File: config.mk
export PLATFORM = sky130hd
export DESIGN_NAME = mux2x1_arbiter
export DESIGN_NICKNAME = d
export VERILOG_FILES = /design/src/rtl/mux2x1_arbiter.sv
export SDC_FILE = /design/constraint.sdc
export NUM_CORES = 1
export LEC_CHECK = 0
export BUFFER_PORTS_ARGS = -buffer_cell sky130_fd_sc_hd__buf_2
export CAP_MARGIN = 20
export CORE_MARGIN = 2
export CORE_UTILIZATION = 52
export CTS_BUF_LIST = sky130_fd_sc_hd__clkbuf_8
export CTS_CLUSTER_SIZE = 28
export DETAILED_ROUTE_END_ITERATION = 16
export PLACE_DENSITY = 0.85
export SLEW_MARGIN = 20
export SYNTH_ARGS = -nofsm -noshare
export SYNTH_HDL_FRONTEND = slang
export SYNTH_SLANG_ARGS = --single-unit
File: constraint.sdc
create_clock -name clk -period 2.6 [get_ports clk]
set_input_delay 0.39 -clock clk [delete_from_list [all_inputs] [get_ports clk]]
set_output_delay 0.39 -clock clk [all_outputs]
set_load 0.02 [all_outputs]
File: src/rtl/mux2x1_arbiter.sv
// Round-robin arbiter sharing one 2:1 data mux between two streaming sources,
// with bounded bursts and a one-entry registered output stage.
module mux2x1_arbiter #(
   parameter int WIDTH     = 8,
   parameter int MAX_BURST = 4
) (
   input  logic             clk,
   input  logic             rst,
   input  logic             s0_valid,
   input  logic [WIDTH-1:0] s0_data,
   output logic             s0_ready,
   input  logic             s1_valid,
   input  logic [WIDTH-1:0] s1_data,
   output logic             s1_ready,
   output logic             m_valid,
   output logic [WIDTH-1:0] m_data,
   output logic             m_src,
   input  logic             m_ready,
   output logic [1:0]       gnt,
   output logic [1:0]       dbg_state,
   output logic             dbg_prio
);

   localparam int CW = $clog2(MAX_BURST) + 1;

   typedef enum logic [1:0] {
      IDLE   = 2'd0,
      GRANT0 = 2'd1,
      GRANT1 = 2'd2
   } state_t;

   state_t        state, state_n;
   logic          prio, prio_n;
   logic [CW-1:0] cnt, cnt_n;

   logic             sel;
   logic             granted;
   logic             free;
   logic             own_valid;
   logic             other_valid;
   logic             acc;
   logic             last;
   logic             rel;
   logic [WIDTH-1:0] mux_out;

   // Handshake: a beat moves on any edge where valid && ready; ready never
   // depends on the same-side valid, and the output slot is free when empty
   // or being drained by the sink in the same cycle.
   assign sel         = (state == GRANT1);
   assign granted     = (state == GRANT0) || (state == GRANT1);
   assign free        = !m_valid || m_ready;
   assign own_valid   = sel ? s1_valid : s0_valid;
   assign other_valid = sel ? s0_valid : s1_valid;
   assign acc         = granted && own_valid && free;
   assign last        = acc && (cnt == CW'(MAX_BURST - 1));
   assign rel         = granted && (last || !own_valid);
   assign mux_out     = sel ? s1_data : s0_data;

   assign s0_ready  = (state == GRANT0) && free;
   assign s1_ready  = (state == GRANT1) && free;
   assign gnt       = {state == GRANT1, state == GRANT0};
   assign dbg_state = state;
   assign dbg_prio  = prio;

   always_comb begin
      state_n = state;
      prio_n  = prio;
      cnt_n   = cnt;
      case (state)
         IDLE: begin
            cnt_n = '0;
            if (s0_valid && s1_valid) state_n = prio ? GRANT1 : GRANT0;
            else if (s0_valid)        state_n = GRANT0;
            else if (s1_valid)        state_n = GRANT1;
         end
         GRANT0, GRANT1: begin
            if (rel) begin
               // Hand over if the other side waits; otherwise a still-valid
               // owner starts a fresh burst.
               prio_n = ~sel;
               cnt_n  = '0;
               if (other_valid)    state_n = sel ? GRANT0 : GRANT1;
               else if (own_valid) state_n = state;
               else                state_n = IDLE;
            end else if (acc) begin
               cnt_n = cnt + CW'(1);
            end
         end
         default: begin
            state_n = IDLE;
            cnt_n   = '0;
         end
      endcase
   end

   always_ff @(posedge clk) begin
      if (rst) begin
         state <= IDLE;
         prio  <= 1'b0;
         cnt   <= '0;
      end else begin
         state <= state_n;
         prio  <= prio_n;
         cnt   <= cnt_n;
      end
   end

   always_ff @(posedge clk) begin
      if (rst) begin
         m_valid <= 1'b0;
         m_data  <= '0;
         m_src   <= 1'b0;
      end else if (acc) begin
         m_valid <= 1'b1;
         m_data  <= mux_out;
         m_src   <= sel;
      end else if (m_valid && m_ready) begin
         m_valid <= 1'b0;
      end
   end

endmodule

==> flow_summary.ini <==
[grt]
use_met3_pct = 4.40
met1_usage_pct = 27.0
grt-busiest-layer = met2
grt_max_degree = 19
grt_pass1_wl_mm = 3.09
grtUsageMet2_pct = 32.3
antenna_found_initial = 0
grt_pass1_vias = 724
grt_usage_pct = 20.6
overflow = 0

[pwr]
total_power_mw = 0.991
vdd_drop_max_uv = 559
power_density_mw_per_mm2 = 895
power_leakage_nw = 0.496

[drt]
ant_nets = 0
drc = 0
vias_per_cell = 5.55
routed_wl_mm = 1.95
via_count = 810
first_pass_iters = 4
wl_per_cell_microns = 13.4
drtIter0Drc = 17

[timing]
fmax_mhz = 461
period_share_pct = 83.4
slew_headroom_pct = 60.1
hold_viol = 0
finalMaxSlewViolations = 0
tightestPinTransition_ns = 0.595
rsz0062_at_grt = false
layout_min_cycle_time_ns = 2.17
whs_ns = 0.468
tns_ns = 0
fin_skew_ns = 0.00406
finalSetupViolations = 0

[die]
die_area_sq_mm = 0.00202
num_io_pins = 38
rows = 14
die_h_microns = 45.0
initial_core_util_pct = 56.6
core_sq_mm = 0.00154
die_w_microns = 45.0

[place]
gp_congestion = 0.741
portBuffers = 37
dp_hpwl_mm = 1.42

[min_path]
worstHoldPathType = in -> reg

[clock_network]
clock_latency_ns = 0.25
cts_root_buffer = clkbuf_8
cts_tree = built
postCtsSetupBuffers = 0
cts_hold_buf = 0
cts_buffers = 3
cts.sink_count = 16
cts_resized = 0
clk_path_buf_depth = 2
htreeDepth = 1
cts.clk_slew.worst_paths_ns = 0.07

[worst_setup_path]
setup.worst_path.end_class = register
critPathArrivalTime_ns = 2.33
critPathMaxFanout = 14
cp.required_ns = 2.76
crit_type = reg -> reg
crit_path_start_kind = register

[logic_synthesis]
synth_top_flop_cell = dfxtp_1
ys_seq_elements = 16
synth_edf_count = 0
netlist_area_sq_um = 872
avgSynthCellArea_sq_um = 9.28
syn_nets = 121
yosysUniqueCellTypes = 28
yosys_warnings = 0
postSynthCellCount = 94
ys_seq_area_share_pct = 36.7
async_flop_share_pct = 0

[flow_run]
drv_cap = 0

[finish]
final_cell_mix = buf_2, dfxtp_1, nor2_1
layout_commonest_cell = buf_2
syn_to_final_growth_pct = 27.0
drive_gt1_share_pct = 35.4
layout.nets = 158
antenna_cells = 0

[run_status]
status = complete, no violations
==> cells in the mapped netlist, drive strengths merged (2+ instances only) <==
library cell  count  share of area (%)
nor2             14                6.0
nor3              3                2.3
inv               5                2.2
ha                6                8.6
a21boi            2                1.7
a21oi             2                1.1
dfxtp            16                 37
a211oi            9                8.3
o21ai             4                2.3
and2              2                1.4
mux2i            12                 14
buf               6                4.2
o32ai             2                2.0
==> per-layer routing <==
metal,wire length [microns],vias to the layer above
met3,79,4
met5,0,-
met1,899,374
li1,-,409
met2,939,23
met4,35,0
==> power breakdown <==
part | internal [mW] | switching (mW)
registers | 0.297 | 0.0306
clock network | 0.134 | 0.0895
logic | 0.171 | 0.269
==> final cells by class <==
cell class	count	area, sq um
clock buffer	4	55.1
fill	120	434
inverter	5	18.8
multi-input combinational	66	493
sequential	16	320
tap	16	20.0
timing repair buffer	39	200
==> kinds of logic (layout without fill, tap and decap cells) <==
| group | after synthesis | in the layout | synth area share [%] |
|---|---|---|---|
| DFF | 16 | 16 | 36.7 |
| adders and majority gates | 6 | 6 | 8.61 |
| AOI/OAI and AO/OA | 22 | 22 | 18.7 |
| buffers and inverters | 12 | 48 | 6.74 |
| and+or+nand+nor | 25 | 25 | 13.8 |
| muxes | 13 | 13 | 15.5 |
==> per-stage QoR <==
stage | worst slack, ns | utilization (%) | cell area [sq um] | instances
CTS | 0.474 | 71.8 | 1110 | 146
global route | 0.294 | 71.8 | 1110 | 146
finish | 0.431 | 71.8 | 1110 | 146
floorplan | 0.838 | - | 872 | 94
global placement | 0.649 | 68.3 | 1050 | 142
detailed placement | 0.502 | 68.3 | 1050 | 142
==> worst max-delay path, cell delays in order, from the launching register on <==
cell	delay [ns]
dfxtp_1	0.40
inv_1	0.10
ha_1	0.36
inv_1	0.11
nor3_2	0.53
buf_4	0.30
nor2_1	0.06
a211oi_1	0.22
==> sequential cells by signal (all words and copies together), names as in the netlist <==
signal,cells
dbg_prio,1
m_data,8
m_valid,1
dbg_state,2
m_src,1
cnt,3
==> path summary, 6_finish.rpt <==
| path | startpoint | end | slack, ns | depth (start not counted) |
|---|---|---|---|---|
| worst max register to register | dbg_state[1] | m_data[7] | 0.43 | 7 |
| worst min-delay path | s0_data[4] | m_data[4] | 0.47 | 3 |
| worst max-delay path | dbg_state[1] | m_data[7] | 0.43 | 7 |
| worst min register to register | m_data[1] | m_data[1] | 0.51 | 2 |
Note: power is estimated with default switching activity, not from simulation.
